### src/rtl/fp_cvt_f2i_seq.sv
`default_nettype none
// ============================================================================
// Module      : fp_cvt_f2i_seq
// Description : Multi-cycle IEEE-754 single -> signed 32-bit integer
//               converter with valid/ready handshakes. Handles NaN/Inf,
//               saturation and inexact detection; the mantissa is aligned
//               by an iterative shifter moving up to SHIFT_STEP bits/cycle.
//               Optional feature macro: FP_CVT_ROUND_NEAREST_EN
//               (undefined: truncate toward zero; defined: round to
//               nearest even).
// Ports       : clk, reset_n (async, active-low), kill (sync abort),
//               in_valid/in_ready/a (operand), out_valid/out_ready,
//               result (signed integer), invalid, inexact (flags)
// Revision    : 1.0 - initial release
// ============================================================================
module fp_cvt_f2i_seq #(
    parameter int SHIFT_STEP = 1   // 1, 2, 4 or 8
) (
    input  logic        clk,
    input  logic        reset_n,
    input  logic        kill,
    input  logic        in_valid,
    output logic        in_ready,
    input  logic [31:0] a,
    output logic        out_valid,
    input  logic        out_ready,
    output logic [31:0] result,
    output logic        invalid,
    output logic        inexact
);

    localparam logic [1:0] S_IDLE   = 2'd0;
    localparam logic [1:0] S_SHIFT  = 2'd1;
    localparam logic [1:0] S_FINISH = 2'd2;
    localparam logic [1:0] S_DONE   = 2'd3;

    localparam logic [4:0] c_step = 5'(SHIFT_STEP);

    logic [1:0]  r_state;
    logic [31:0] r_mag;
    logic [4:0]  r_cnt;
    logic        r_left;
    logic        r_sign;
    logic        r_guard;
    logic        r_sticky;
    logic        r_special;
    logic        r_spec_inv;
    logic        r_spec_inx;
    logic        r_out_valid;
    logic [31:0] r_result;
    logic        r_invalid;
    logic        r_inexact;

    // ---------------------------------------------------------------- decode
    logic [7:0]  w_exp;
    logic        w_sign;
    logic        w_is_nan;
    logic        w_is_big;
    logic        w_is_min;
    logic        w_is_small;
    logic        w_left;
    logic [4:0]  w_cnt;

    assign w_exp    = a[30:23];
    assign w_sign   = a[31];
    assign w_is_nan = (w_exp == 8'hFF) && (a[22:0] != 23'd0);
    // exponent >= 31 cannot fit; also covers infinities
    assign w_is_big = (w_exp >= 8'd158);
    // -2^31 is the only in-range value with exponent 31
    assign w_is_min = (a == 32'hCF00_0000);
`ifdef FP_CVT_ROUND_NEAREST_EN
    // values in [0.5,1) may round up to 1, so they must go through the shifter
    assign w_is_small = (w_exp < 8'd126);
`else
    assign w_is_small = (w_exp < 8'd127);
`endif
    // binary point sits 23 bits above bit 0 of the mantissa: exponent 150
    assign w_left = (w_exp >= 8'd150);
    assign w_cnt  = w_left ? 5'(w_exp - 8'd150) : 5'(8'd150 - w_exp);

    // ----------------------------------------------------------- shift step
    logic [4:0]  w_k;
    logic [31:0] w_sh_mag;
    logic        w_sh_g;
    logic        w_sh_s;

    assign w_k = (r_cnt < c_step) ? r_cnt : c_step;

    // Unrolled single-bit shifts; only the first w_k stages are active.
    // On right shifts the previous guard bit folds into sticky.
    always_comb begin
        w_sh_mag = r_mag;
        w_sh_g   = r_guard;
        w_sh_s   = r_sticky;
        for (int i = 0; i < SHIFT_STEP; i++) begin
            if (5'(i) < w_k) begin
                if (r_left) begin
                    w_sh_mag = w_sh_mag << 1;
                end else begin
                    w_sh_s   = w_sh_s | w_sh_g;
                    w_sh_g   = w_sh_mag[0];
                    w_sh_mag = w_sh_mag >> 1;
                end
            end
        end
    end

    // --------------------------------------------------------------- finish
    logic [31:0] w_mag_rnd;
    logic [31:0] w_fin;

`ifdef FP_CVT_ROUND_NEAREST_EN
    // magnitude is below 2^24 whenever guard/sticky can be set: no overflow
    assign w_mag_rnd = r_mag + {31'd0, r_guard & (r_sticky | r_mag[0])};
`else
    assign w_mag_rnd = r_mag;
`endif
    assign w_fin = r_sign ? (~w_mag_rnd + 32'd1) : w_mag_rnd;

    // ------------------------------------------------------------ state/FSM
    always_ff @(posedge clk or negedge reset_n) begin
        if (!reset_n) begin
            r_state     <= S_IDLE;
            r_mag       <= 32'd0;
            r_cnt       <= 5'd0;
            r_left      <= 1'b0;
            r_sign      <= 1'b0;
            r_guard     <= 1'b0;
            r_sticky    <= 1'b0;
            r_special   <= 1'b0;
            r_spec_inv  <= 1'b0;
            r_spec_inx  <= 1'b0;
            r_out_valid <= 1'b0;
            r_result    <= 32'd0;
            r_invalid   <= 1'b0;
            r_inexact   <= 1'b0;
        end else if (kill) begin
            // abort: outputs keep their last committed values
            r_state     <= S_IDLE;
            r_out_valid <= 1'b0;
        end else begin
            case (r_state)
                S_IDLE: begin
                    if (in_valid) begin
                        r_sign     <= w_sign;
                        r_left     <= w_left;
                        r_guard    <= 1'b0;
                        r_sticky   <= 1'b0;
                        r_spec_inv <= 1'b0;
                        r_spec_inx <= 1'b0;
                        r_state    <= S_SHIFT;
                        if (w_is_nan) begin
                            r_special  <= 1'b1;
                            r_mag      <= 32'h7FFF_FFFF;
                            r_spec_inv <= 1'b1;
                            r_cnt      <= 5'd0;
                        end else if (w_is_big) begin
                            r_special  <= 1'b1;
                            r_mag      <= (w_sign || w_is_min) ? 32'h8000_0000 : 32'h7FFF_FFFF;
                            r_spec_inv <= !w_is_min;
                            r_cnt      <= 5'd0;
                        end else if (w_is_small) begin
                            r_special  <= 1'b1;
                            r_mag      <= 32'd0;
                            r_spec_inx <= (a[30:0] != 31'd0);
                            r_cnt      <= 5'd0;
                        end else begin
                            r_special  <= 1'b0;
                            r_mag      <= {8'd0, 1'b1, a[22:0]};
                            r_cnt      <= w_cnt;
                        end
                    end
                end
                S_SHIFT: begin
                    if (r_cnt == 5'd0) begin
                        r_state <= S_FINISH;
                    end else begin
                        r_mag    <= w_sh_mag;
                        r_guard  <= w_sh_g;
                        r_sticky <= w_sh_s;
                        r_cnt    <= r_cnt - w_k;
                    end
                end
                S_FINISH: begin
                    if (r_special) begin
                        r_result  <= r_mag;
                        r_invalid <= r_spec_inv;
                        r_inexact <= r_spec_inx;
                    end else begin
                        r_result  <= w_fin;
                        r_invalid <= 1'b0;
                        r_inexact <= r_guard | r_sticky;
                    end
                    r_out_valid <= 1'b1;
                    r_state     <= S_DONE;
                end
                default: begin // S_DONE
                    if (out_ready) begin
                        r_out_valid <= 1'b0;
                        r_state     <= S_IDLE;
                    end
                end
            endcase
        end
    end

    assign in_ready  = (r_state == S_IDLE);
    assign out_valid = r_out_valid;
    assign result    = r_result;
    assign invalid   = r_invalid;
    assign inexact   = r_inexact;

endmodule
`default_nettype wire

### config.mk
export PLATFORM = sky130hd
export DESIGN_NAME = fp_cvt_f2i_seq
export DESIGN_NICKNAME = d
export VERILOG_FILES = /design/src/rtl/fp_cvt_f2i_seq.sv
export SDC_FILE = /design/constraint.sdc
export NUM_CORES = 1
export LEC_CHECK = 0
export CORE_MARGIN = 3
export CORE_UTILIZATION = 50
export CTS_CLUSTER_SIZE = 30
export DETAILED_ROUTE_END_ITERATION = 6
export GPL_TIMING_DRIVEN = 0
export HOLD_SLACK_MARGIN = 0.03
export PLACE_DENSITY_LB_ADDON = 0.2
export SLEW_MARGIN = 20
export SYNTH_ARGS = -nofsm -noshare
export SYNTH_HDL_FRONTEND = slang
export SYNTH_SLANG_ARGS = --single-unit
### constraint.sdc
create_clock -name clk -period 2.15 [get_ports clk]
set_input_delay 0.5375 -clock clk [delete_from_list [all_inputs] [get_ports clk]]
set_output_delay 0.5375 -clock clk [all_outputs]
set_load 0.02 [all_outputs]
Word-level counts from Yosys, hierarchy flattened
Index checks and enable logic that the tools add are counted.
{"block": "classes", "bitwise_logic": 3, "magnitude_cmp": 5, "eq_ne": 11, "reduce_logical": 18, "add_sub_neg": 4, "muxes": 46}
{"operator": "$mux W32", "n": 9}
{"operator": "$pmux W32 S2", "n": 1}
{"operator": "$mux W5", "n": 7}
{"operator": "$add A32 B1 Y32 const B", "n": 1}
{"operator": "$eq A32 B32 Y1 const B", "n": 1}
{"operator": "$not A32 Y32", "n": 1}
{"operator": "$reduce_bool A31 Y1", "n": 1}
{"operator": "$mux W24", "n": 1}
{"operator": "$reduce_bool A23 Y1", "n": 1}
{"operator": "$mux W1", "n": 19}
{"operator": "$ge A8 B8 Y1 const B", "n": 2}
{"operator": "$pmux W5 S2", "n": 1}
{"operator": "$eq A8 B8 Y1 const B", "n": 1}
{"operator": "$lt A8 B7 Y1 const B", "n": 1}
{"operator": "$mux W2", "n": 4}
{"operator": "$ne A2 B2 Y1 const B", "n": 4}
{"operator": "$ne A3 B3 Y1 const B", "n": 2}
{"operator": "$pmux W1 S2", "n": 3}
{"operator": "$pmux W2 S3", "n": 1}
{"operator": "$reduce_and A3 Y1", "n": 2}
{"operator": "$reduce_and A6 Y1", "n": 1}
{"operator": "$logic_not A5 Y1", "n": 1}
{"operator": "$lt A1 B5 Y1 const A", "n": 1}
{"operator": "$lt A5 B1 Y1 const B", "n": 1}
{"operator": "19 further kinds", "n": 20}
{"block": "totals", "out_inout_bits": 36, "regBits": 81}

Logic depth before layout (Yosys ltp)
Gate-level depths: netlist of run 1.
{"block": "logic_depth", "depth_word": 7, "ltp_mapped": 9, "depth_no_buf": 7}

Worst setup path after synthesis of run 1
Ideal clock, no wire load.
{"block": "synth_path", "path_type": "input to register", "start": "input port a[26]", "end": "register r_cnt[1]", "setup_slack_ns": -0.007, "stages": 6, "setup_ns": 0.133, "arrival_time_ns": 2.024, "cell_sequence": "clkbuf_1 a21oi_1 a311oi_1 mux2_2 a221oi_1 a21oi_1"}
{"block": "synth_via", "elab_chain_cells": 7}
{"element": "start, declared", "line_no": "24", "text": "input logic [31:0] a,"}
{"element": "$ge A8 B8 Y1", "line_no": "78", "text": "assign w_left = (w_exp >= 8'd150);"}
{"element": "$mux W5", "line_no": "79", "text": "assign w_cnt = w_left ? 5'(w_exp - 8'd150) : 5'(8'd150 - w_exp);"}
{"element": "$mux W5", "line_no": "162", "text": "end else if (w_is_small) begin"}
{"element": "$mux W5", "line_no": "157", "text": "end else if (w_is_big) begin"}
{"element": "$mux W5 (*)", "line_no": "152", "text": "if (w_is_nan) begin"}
{"element": "$mux W5 (*)", "line_no": "144", "text": "if (in_valid) begin"}
{"element": "$pmux W5 S2 (*)", "line_no": "142", "text": "case (r_state)"}
{"element": "end signal, assigned", "line_no": "170", "text": "r_cnt <= w_cnt;"}
{"element": "end signal, assigned", "line_no": "181", "text": "r_cnt <= r_cnt - w_k;"}
{"element": "end, declared", "line_no": "41", "text": "logic [4:0] r_cnt;"}
Every way passes the cells marked *; elsewhere a longest branch is shown, timed or not. The select of a mux whose other input is x is not followed.
A chain may end at the register's enable or synchronous reset.

Final worst setup path of run 1
{"block": "layout_path", "start": "register r_mag[4]", "end": "register r_result[16] (netlist: result[16])"}
{"block": "layout_via", "elab_chain_cells": 4}
{"element": "start, declared", "line_no": "40", "text": "logic [31:0] r_mag;"}
{"element": "start signal, assigned", "line_no": "159", "text": "r_mag <= (w_sign || w_is_min) ? 32'h8000_0000 : 32'h7FFF_FFFF;"}
{"element": "start signal, assigned", "line_no": "169", "text": "r_mag <= {8'd0, 1'b1, a[22:0]};"}
{"element": "start signal, assigned", "line_no": "178", "text": "r_mag <= w_sh_mag;"}
{"element": "$not A32 Y32", "line_no": "118", "text": "assign w_fin = r_sign ? (~w_mag_rnd + 32'd1) : w_mag_rnd;"}
{"element": "$add A32 B1 Y32", "line_no": "118"}
{"element": "$mux W32", "line_no": "118"}
{"element": "$mux W32", "line_no": "185", "text": "if (r_special) begin"}
{"element": "end signal, assigned", "line_no": "186", "text": "r_result <= r_mag;"}
{"element": "end signal, assigned", "line_no": "190", "text": "r_result <= w_fin;"}
{"element": "end, declared", "line_no": "50", "text": "logic [31:0] r_result;"}
No other way between the ends.

==> results of run 1 <==
power groups by stage:
stage               logic, W  clock network, W  registers, W
finish               0.00482           0.00132       0.00300
global route         0.00529           0.00137       0.00310
CTS                  0.00475           0.00132       0.00292
detailed placement   0.00464                 0       0.00290
global placement     0.00451                 0       0.00285
floorplan            0.00294                 0       0.00305
worst min path at each step:
stage / from / to / slack [ns] / depth (start not counted)
2_1_floorplan: reset_n / inexact$_DFFE_PN0P_ / 0.24 / 0
3_3_place_gp: invalid$_DFFE_PN0P_ / invalid$_DFFE_PN0P_ / 0.46 / 2
3_5_place_dp: invalid$_DFFE_PN0P_ / invalid$_DFFE_PN0P_ / 0.46 / 2
4_1_cts: reset_n / result[28]$_DFFE_PN0P_ / 0.11 / 1
5_1_grt: reset_n / result[28]$_DFFE_PN0P_ / 0.12 / 1
6_report: reset_n / result[28]$_DFFE_PN0P_ / 0.09 / 1
registers in the layout, summed over array words and instances, names as in the netlist:
name,cells
r_sticky,1
r_spec_inv,1
inexact,1
r_spec_inx,1
result,32
r_state,2
r_sign,1
out_valid,1
r_special,1
r_guard,1
r_left,1
r_cnt,5
r_mag,32
invalid,1
worst register-to-register path, cell delays in order (launching register included):
cell,delay [ns]
dfrtp_1,0.38
buf_6,0.13
or4_4,0.57
nor4_4,0.35
buf_6,0.17
a21oi_1,0.09
xnor2_1,0.22
o21ai_1,0.08
per-stage QoR:
step / power [W] / util, % / instance area, um^2 / std cells / setup TNS (ns)
6_report: 0.00915 / 66.8 / 6260 / 797 / 0
5_1_grt: 0.00976 / 66.8 / 6260 / 797 / -0.144
4_1_cts: 0.00899 / 65.8 / 6160 / 795 / 0
3_5_place_dp: 0.00753 / 61.6 / 5770 / 772 / -39.59
3_3_place_gp: 0.00736 / 61.3 / 5740 / 771 / -222.64
2_1_floorplan: 0.00599 / - / 4880 / 572 / 0
cell type report:
| cell class | instances | area share (%) |
|---|---|---|
| Sequential cell | 81 | 32.4 |
| Clock buffer | 10 | 2.20 |
| Tap cell | 129 | 2.58 |
| Buffer | 38 | 3.18 |
| Timing Repair Buffer | 86 | 13.3 |
| Inverter | 21 | 1.32 |
| Clock inverter | 6 | 1.54 |
| Multi-Input combinational cell | 426 | 43.4 |
repair_timing:
| item | CTS | global route |
|---|---|---|
| endpoints found under the setup margin | 62 | 69 |
| buffers inserted | 8 | 5 |
| pin swaps | 7 | 4 |
| cloned | 2 | 0 |
| resized for setup | 37 | 26 |
routing by layer:
layer / vias up / global-route usage, % / part of all wire [%]
met2: 199 / 39.0 / 47
met3: 34 / 4.26 / 6.8
met1: 2209 / 33.1 / 44
met4: 0 / 7.69 / 2.4
li1: 2212 / - / -
met5: - / 0 / 0
cells by family (layout without fill, tap and decap cells):
logic type	count (synthesis)	in the layout	share of synthesized area, %
xor gates and xnor gates	33	33	5.93
buffers and inverters	65	161	5.52
adders and majority gates	10	10	2.57
DFF	81	81	41.6
and+or+nand+nor	187	187	17.7
AOI/OAI and AO/OA	162	162	19.5
muxes	34	34	7.21
layout by cell type (no fill, tap or decap), drive strengths merged, types with 4 or more instances in the layout:
cell	n
a21oi	69
a22oi	10
a31oi	11
and3	4
buf	27
clkbuf	38
clkdlybuf4s50	65
dfrtp	81
dlygate4sd2	4
ha	10
inv	23
mux2	9
mux2i	25
nand2	53
nand3	5
nand4	4
nor2	77
nor3	13
nor4	13
o21ai	44
or3	4
or4	5
xnor2	27
xor2	6
==> results_dict.tcl, run 1 <==
set metrics [dict create \
    synth_edf_count 0 \
    grt_pass1_vias 4349 \
    hold_viol 0 \
    max-clock-path-buffers 2 \
    slew_headroom_pct 52.3 \
    worstSetupPathDepth 7 \
    io_buffers 70 \
    slowest_delay_ns 0.57 \
    core-area_um2 9370 \
    power.clock.fraction_pct 14.5 \
    crit_start "r_mag[4]$_DFFE_PN0P_" \
    synth_most_common_cell "dfrtp_1" \
    dr.pass1.iters 6 \
    yosys-top-cells-area "dfrtp_1, a21oi_1, nor2_1" \
    fmax_mhz 472 \
    ys.flop_type "dfrtp_1" \
    synth.largest_area_cell "dfrtp_1" \
    crit_chain "buf_6 > or4_4 > nor4_4 > buf_6 > a21oi_1 > xnor2_1 > o21ai_1" \
    dpl_worst_slack_ns -0.956 \
    reg2reg_slack_ns 0.03 \
    critPathSlowestCell "or4_4" \
    cp-end-kind "register" \
    clock-sinks 81 \
    num_rows 35 \
    seq_power_share_pct 32.8 \
    avgSynthCellArea_um2 8.52 \
    layout-drive-gt1-share_pct 13.3 \
    cp-start-kind "register" \
    yosysWarnings 0 \
    syn_inst 572 \
    clk_pin_slew_ns 0.09 \
    peakVddDrop_mv 0.716 \
    die_w_um 105 \
    crit_type "register to register" \
    crit_required_ns 2.38 \
    numCtsBuffers 9 \
    rr_endpoint "result[16]$_DFFE_PN0P_" \
    fin_skew_ns 0.0136 \
    multi_input_area_um2 2720 \
    insertion_delay_ns 0.36 \
    wl_per_cell_um 17.0 \
    p_leak_nw 2.60 \
    ios 73 \
    switching_share_pct 44.1 \
    synth-async-reset-ratio_pct 100 \
    synth_top_cell_area_share_pct 41.6 \
    post_synth_most_frequent_cells "dfrtp_1, nor2_1, a21oi_1, nand2_1, clkbuf_1" \
    status "complete, no violations" \
    rsz0062_at_grt "true" \
    drc 0 \
    die-height_um 105 \
    area.growth.synth_to_final_pct 28.4 \
    finalWirelength_um 13600 \
    start_util_pct 52.0 \
    ant_nets 0 \
    grt_max_degree 53 \
    vias_per_cell 5.84 \
    power_density_nw_per_um2 1460 \
    combPwrFrac_pct 52.7 \
    ctsHtreeMaxLevel 3 \
    gp_congestion 0.880 \
    seq_area_um2 2030 \
    min_period_ns 2.12 \
    finalSetupViolCount 0 \
    rr_worst_depth 7 \
    syn-num-nets 619 \
    path_common_cell "buf_6" \
    cp_num_buf_inv 2 \
    intPower_w 0.00511 \
    antenna_found_initial 0 \
    synth_seq_cells 81 \
    r2r_start "r_mag[4]$_DFFE_PN0P_" \
    post-route-period-util_pct 98.6 \
    fillCellCount 799 \
    cts-root-buf "clkbuf_8" \
    drt_iter0_markers 338 \
    antenna_cells 0 \
    syn_area_um2 4880 \
    cts_hold_buf 0 \
    fin_hold_ws_ns 0.0949 \
    crit_fanout 5 \
    grt_usage_pct 24.2 \
    nets 710 \
    yosysSeqAreaShare_pct 41.6 \
    dieArea_um2 11000 \
    slew_viol_final 0 \
    overflow 0 \
    worstSetupEndpoint "result[16]$_DFFE_PN0P_" \
    cap_viol_max_count 0 \
    vias 4654 \
    synth.distinct_cells 55 \
    min_path_type "input port to async pin" \
    worst_pin_slew_ns 0.715 \
    cts_tree "done" \
    grt_first_pass_wirelength_um 21700 \
    cp_top_family "simple AND/OR/NAND/NOR gates" \
    dp_hpwl_um 9740 \
    layout_setup_ws_ns 0.0298 \
    p_sw_w 0.00403 \
    arrival_ns 2.35 \
]
No activity file was read; power rests on OpenSTA's default activity.
==> inputs of run 2 (changes only) <==
--- a/config.mk
+++ b/config.mk
@@ -6,7 +6,8 @@
 export NUM_CORES = 1
 export LEC_CHECK = 0
 export CORE_MARGIN = 3
-export CORE_UTILIZATION = 50
+export CORE_UTILIZATION = 51
+export CTS_BUF_LIST = sky130_fd_sc_hd__clkbuf_4 sky130_fd_sc_hd__clkbuf_8
 export CTS_CLUSTER_SIZE = 30
 export DETAILED_ROUTE_END_ITERATION = 6
 export GPL_TIMING_DRIVEN = 0
==> constraint.sdc (replaced) <==
create_clock -name clk -period 2.15 [get_ports clk]
set_input_delay 0.3225 -clock clk [delete_from_list [all_inputs] [get_ports clk]]
set_output_delay 0.3225 -clock clk [all_outputs]
set_load 0.02 [all_outputs]
==> run 2 against run 1 <==
Compared with the run above:
- largest cell class unchanged
- clock skew is 0.00095 ns higher
- cell count increased by 0.25%
- largest power group unchanged
- critical endpoint is now result[26]$_DFFE_PN0P_
- power grew 1.4%
- highest routed layer unchanged
- clock power grew 5%
- worst hold slack improved by 0.33 ns
==> results_dict.tcl, run 2 (same netlist as run 1, synthesis figures left out) <==
set metrics [dict create \
    status "complete, no violations" \
    layout-drive-gt1-share_pct 13.3 \
    die-height_um 104 \
    antenna_found_initial 0 \
    nets 712 \
    multi_input_area_um2 2720 \
    dieArea_um2 10800 \
    insertion_delay_ns 0.36 \
    cap_viol_max_count 0 \
    die_w_um 104 \
    io_buffers 70 \
    vias 4684 \
    min_period_ns 2.11 \
    gp_congestion 0.921 \
    final_common_cell "dfrtp_1" \
    p_sw_w 0.00402 \
    post-route-period-util_pct 98.3 \
    drc 0 \
    grt_first_pass_wirelength_um 22400 \
    crit_fanout 5 \
    p_leak_nw 2.63 \
    ios 73 \
    dp_hpwl_um 9730 \
    drt_iter0_markers 436 \
    min_path_type "input port to async pin" \
    rsz0062_at_grt "true" \
    finalSetupViolCount 0 \
    hold_viol 0 \
    fillCellCount 752 \
    intPower_w 0.00525 \
    crit_required_ns 2.40 \
    core-area_um2 9280 \
    overflow 0 \
    fin_cells 799 \
    num_rows 35 \
    dr.pass1.iters 6 \
    fmax_mhz 473 \
    power.clock.fraction_pct 15.0 \
    slew_viol_final 0 \
    seq_power_share_pct 32.1 \
    slew_headroom_pct 51.3 \
    cp-end-kind "register" \
    dp_cells 772 \
    finalSetupTns_ns 0 \
    fin_skew_ns 0.0145 \
    numCtsBuffers 9 \
    grt_pass1_vias 4609 \
    max-clock-path-buffers 2 \
    clk_pin_slew_ns 0.09 \
    combPwrFrac_pct 52.9 \
    seq_area_um2 2030 \
    fin_util_pct 67.8 \
    start_util_pct 52.5 \
    clock-sinks 81 \
    vias_per_cell 5.86 \
    wl_per_cell_um 17.1 \
    final_cell_mix "dfrtp_1, nor2_1, a21oi_1, clkdlybuf4s50_1, nand2_1" \
    ant_nets 0 \
    switching_share_pct 43.4 \
    crit_type "register to register" \
    cts-root-buf "clkbuf_8" \
    cts_tree "done" \
    peakVddDrop_mv 0.611 \
    grt_usage_pct 25.4 \
    ctsHtreeMaxLevel 3 \
    antenna_cells 0 \
    arrival_ns 2.36 \
    worst_pin_slew_ns 0.730 \
    area.growth.synth_to_final_pct 29.2 \
    finalWirelength_um 13700 \
    power_density_nw_per_um2 1470 \
    cp-start-kind "register" \
    grt_max_degree 54 \
]
## run 2: worst paths after layout
| check | from | end | slack (ns) | depth (start not counted) |
|---|---|---|---|---|
| worst min register to register | invalid$_DFFE_PN0P_ | invalid$_DFFE_PN0P_ | 0.48 | 2 |
| worst max-delay path | r_mag[4]$_DFFE_PN0P_ | result[26]$_DFFE_PN0P_ | 0.04 | 7 |
| max in group asynchronous | reset_n | r_mag[5]$_DFFE_PN0P_ | 1.11 | 3 |
| worst min-delay path | reset_n | result[26]$_DFFE_PN0P_ | 0.42 | 2 |
| min in group clk | a[23] | r_cnt[0]$_DFFE_PN0P_ | 0.45 | 3 |
| worst max register to register | r_mag[4]$_DFFE_PN0P_ | result[26]$_DFFE_PN0P_ | 0.04 | 7 |
## run 2: layout make-up
| cell class | count | share of cell area, % |
|---|---|---|
| clock inverter | 6 | 1.83 |
| sequential | 81 | 32.2 |
| multi-input combinational | 426 | 43.2 |
| tap | 129 | 2.56 |
| clock buffer | 10 | 2.19 |
| buffer | 39 | 3.10 |
| timing repair buffer | 87 | 13.6 |
| inverter | 21 | 1.31 |
## run 2: through the flow
step	total power, W	hold slack (ns)	setup WS (ns)	area [um^2]
final	0.00927	0.421	0.0355	6300
after global routing	0.00991	0.444	-0.0440	6300
after CTS	0.00907	0.425	0.00771	6190
after detailed placement	0.00752	0.277	-0.761	5760
after global placement	0.00734	0.452	-2.06	5740
after floorplan	0.00599	0.0269	0.00305	4880
## run 2: metal layers
layer	up-vias	GRT usage [%]	share of wire (%)
met5	-	0	0
met4	0	11.5	3.0
met3	39	4.61	7.2
met2	235	41.4	48
met1	2205	33.1	42
li1	2205	-	-
## run 2: power groups by stage
stage / logic [W] / registers (W) / clock network [W]
final: 0.00491 / 0.00298 / 0.00139
after CTS: 0.00477 / 0.00289 / 0.00141
after detailed placement: 0.00463 / 0.00289 / 0
after floorplan: 0.00294 / 0.00305 / 0
after global placement: 0.00449 / 0.00285 / 0
after global routing: 0.00537 / 0.00308 / 0.00146
## run 2: critical path, cell delays in order, from the launching register on
cell and delay (ns):
dfrtp_1 0.38, buf_6 0.13, or4_4 0.59, nor4_4 0.34, buf_6 0.19, a31oi_2 0.10
xnor2_1 0.18, o21ai_1 0.09
## run 2: timing repair
action                                 4_1_cts  5_1_grt
setup endpoints to repair                   58       58
endpoints found under the hold margin       28        0
gates cloned                                 2        0
buffers inserted                             8        5
hold buffers                                 1        0
pin swaps                                    6       11
gates resized for setup                     31       26
==> inputs of run 3 (changes only) <==
--- a/config.mk
+++ b/config.mk
@@ -7,7 +7,7 @@
 export LEC_CHECK = 0
 export CORE_MARGIN = 3
 export CORE_UTILIZATION = 51
-export CTS_BUF_LIST = sky130_fd_sc_hd__clkbuf_4 sky130_fd_sc_hd__clkbuf_8
+export CTS_BUF_LIST = sky130_fd_sc_hd__clkbuf_8
 export CTS_CLUSTER_SIZE = 30
 export DETAILED_ROUTE_END_ITERATION = 6
 export GPL_TIMING_DRIVEN = 0
==> results of run 3 <==
The final DEF is identical to that of run 2; final timing and power are the same.
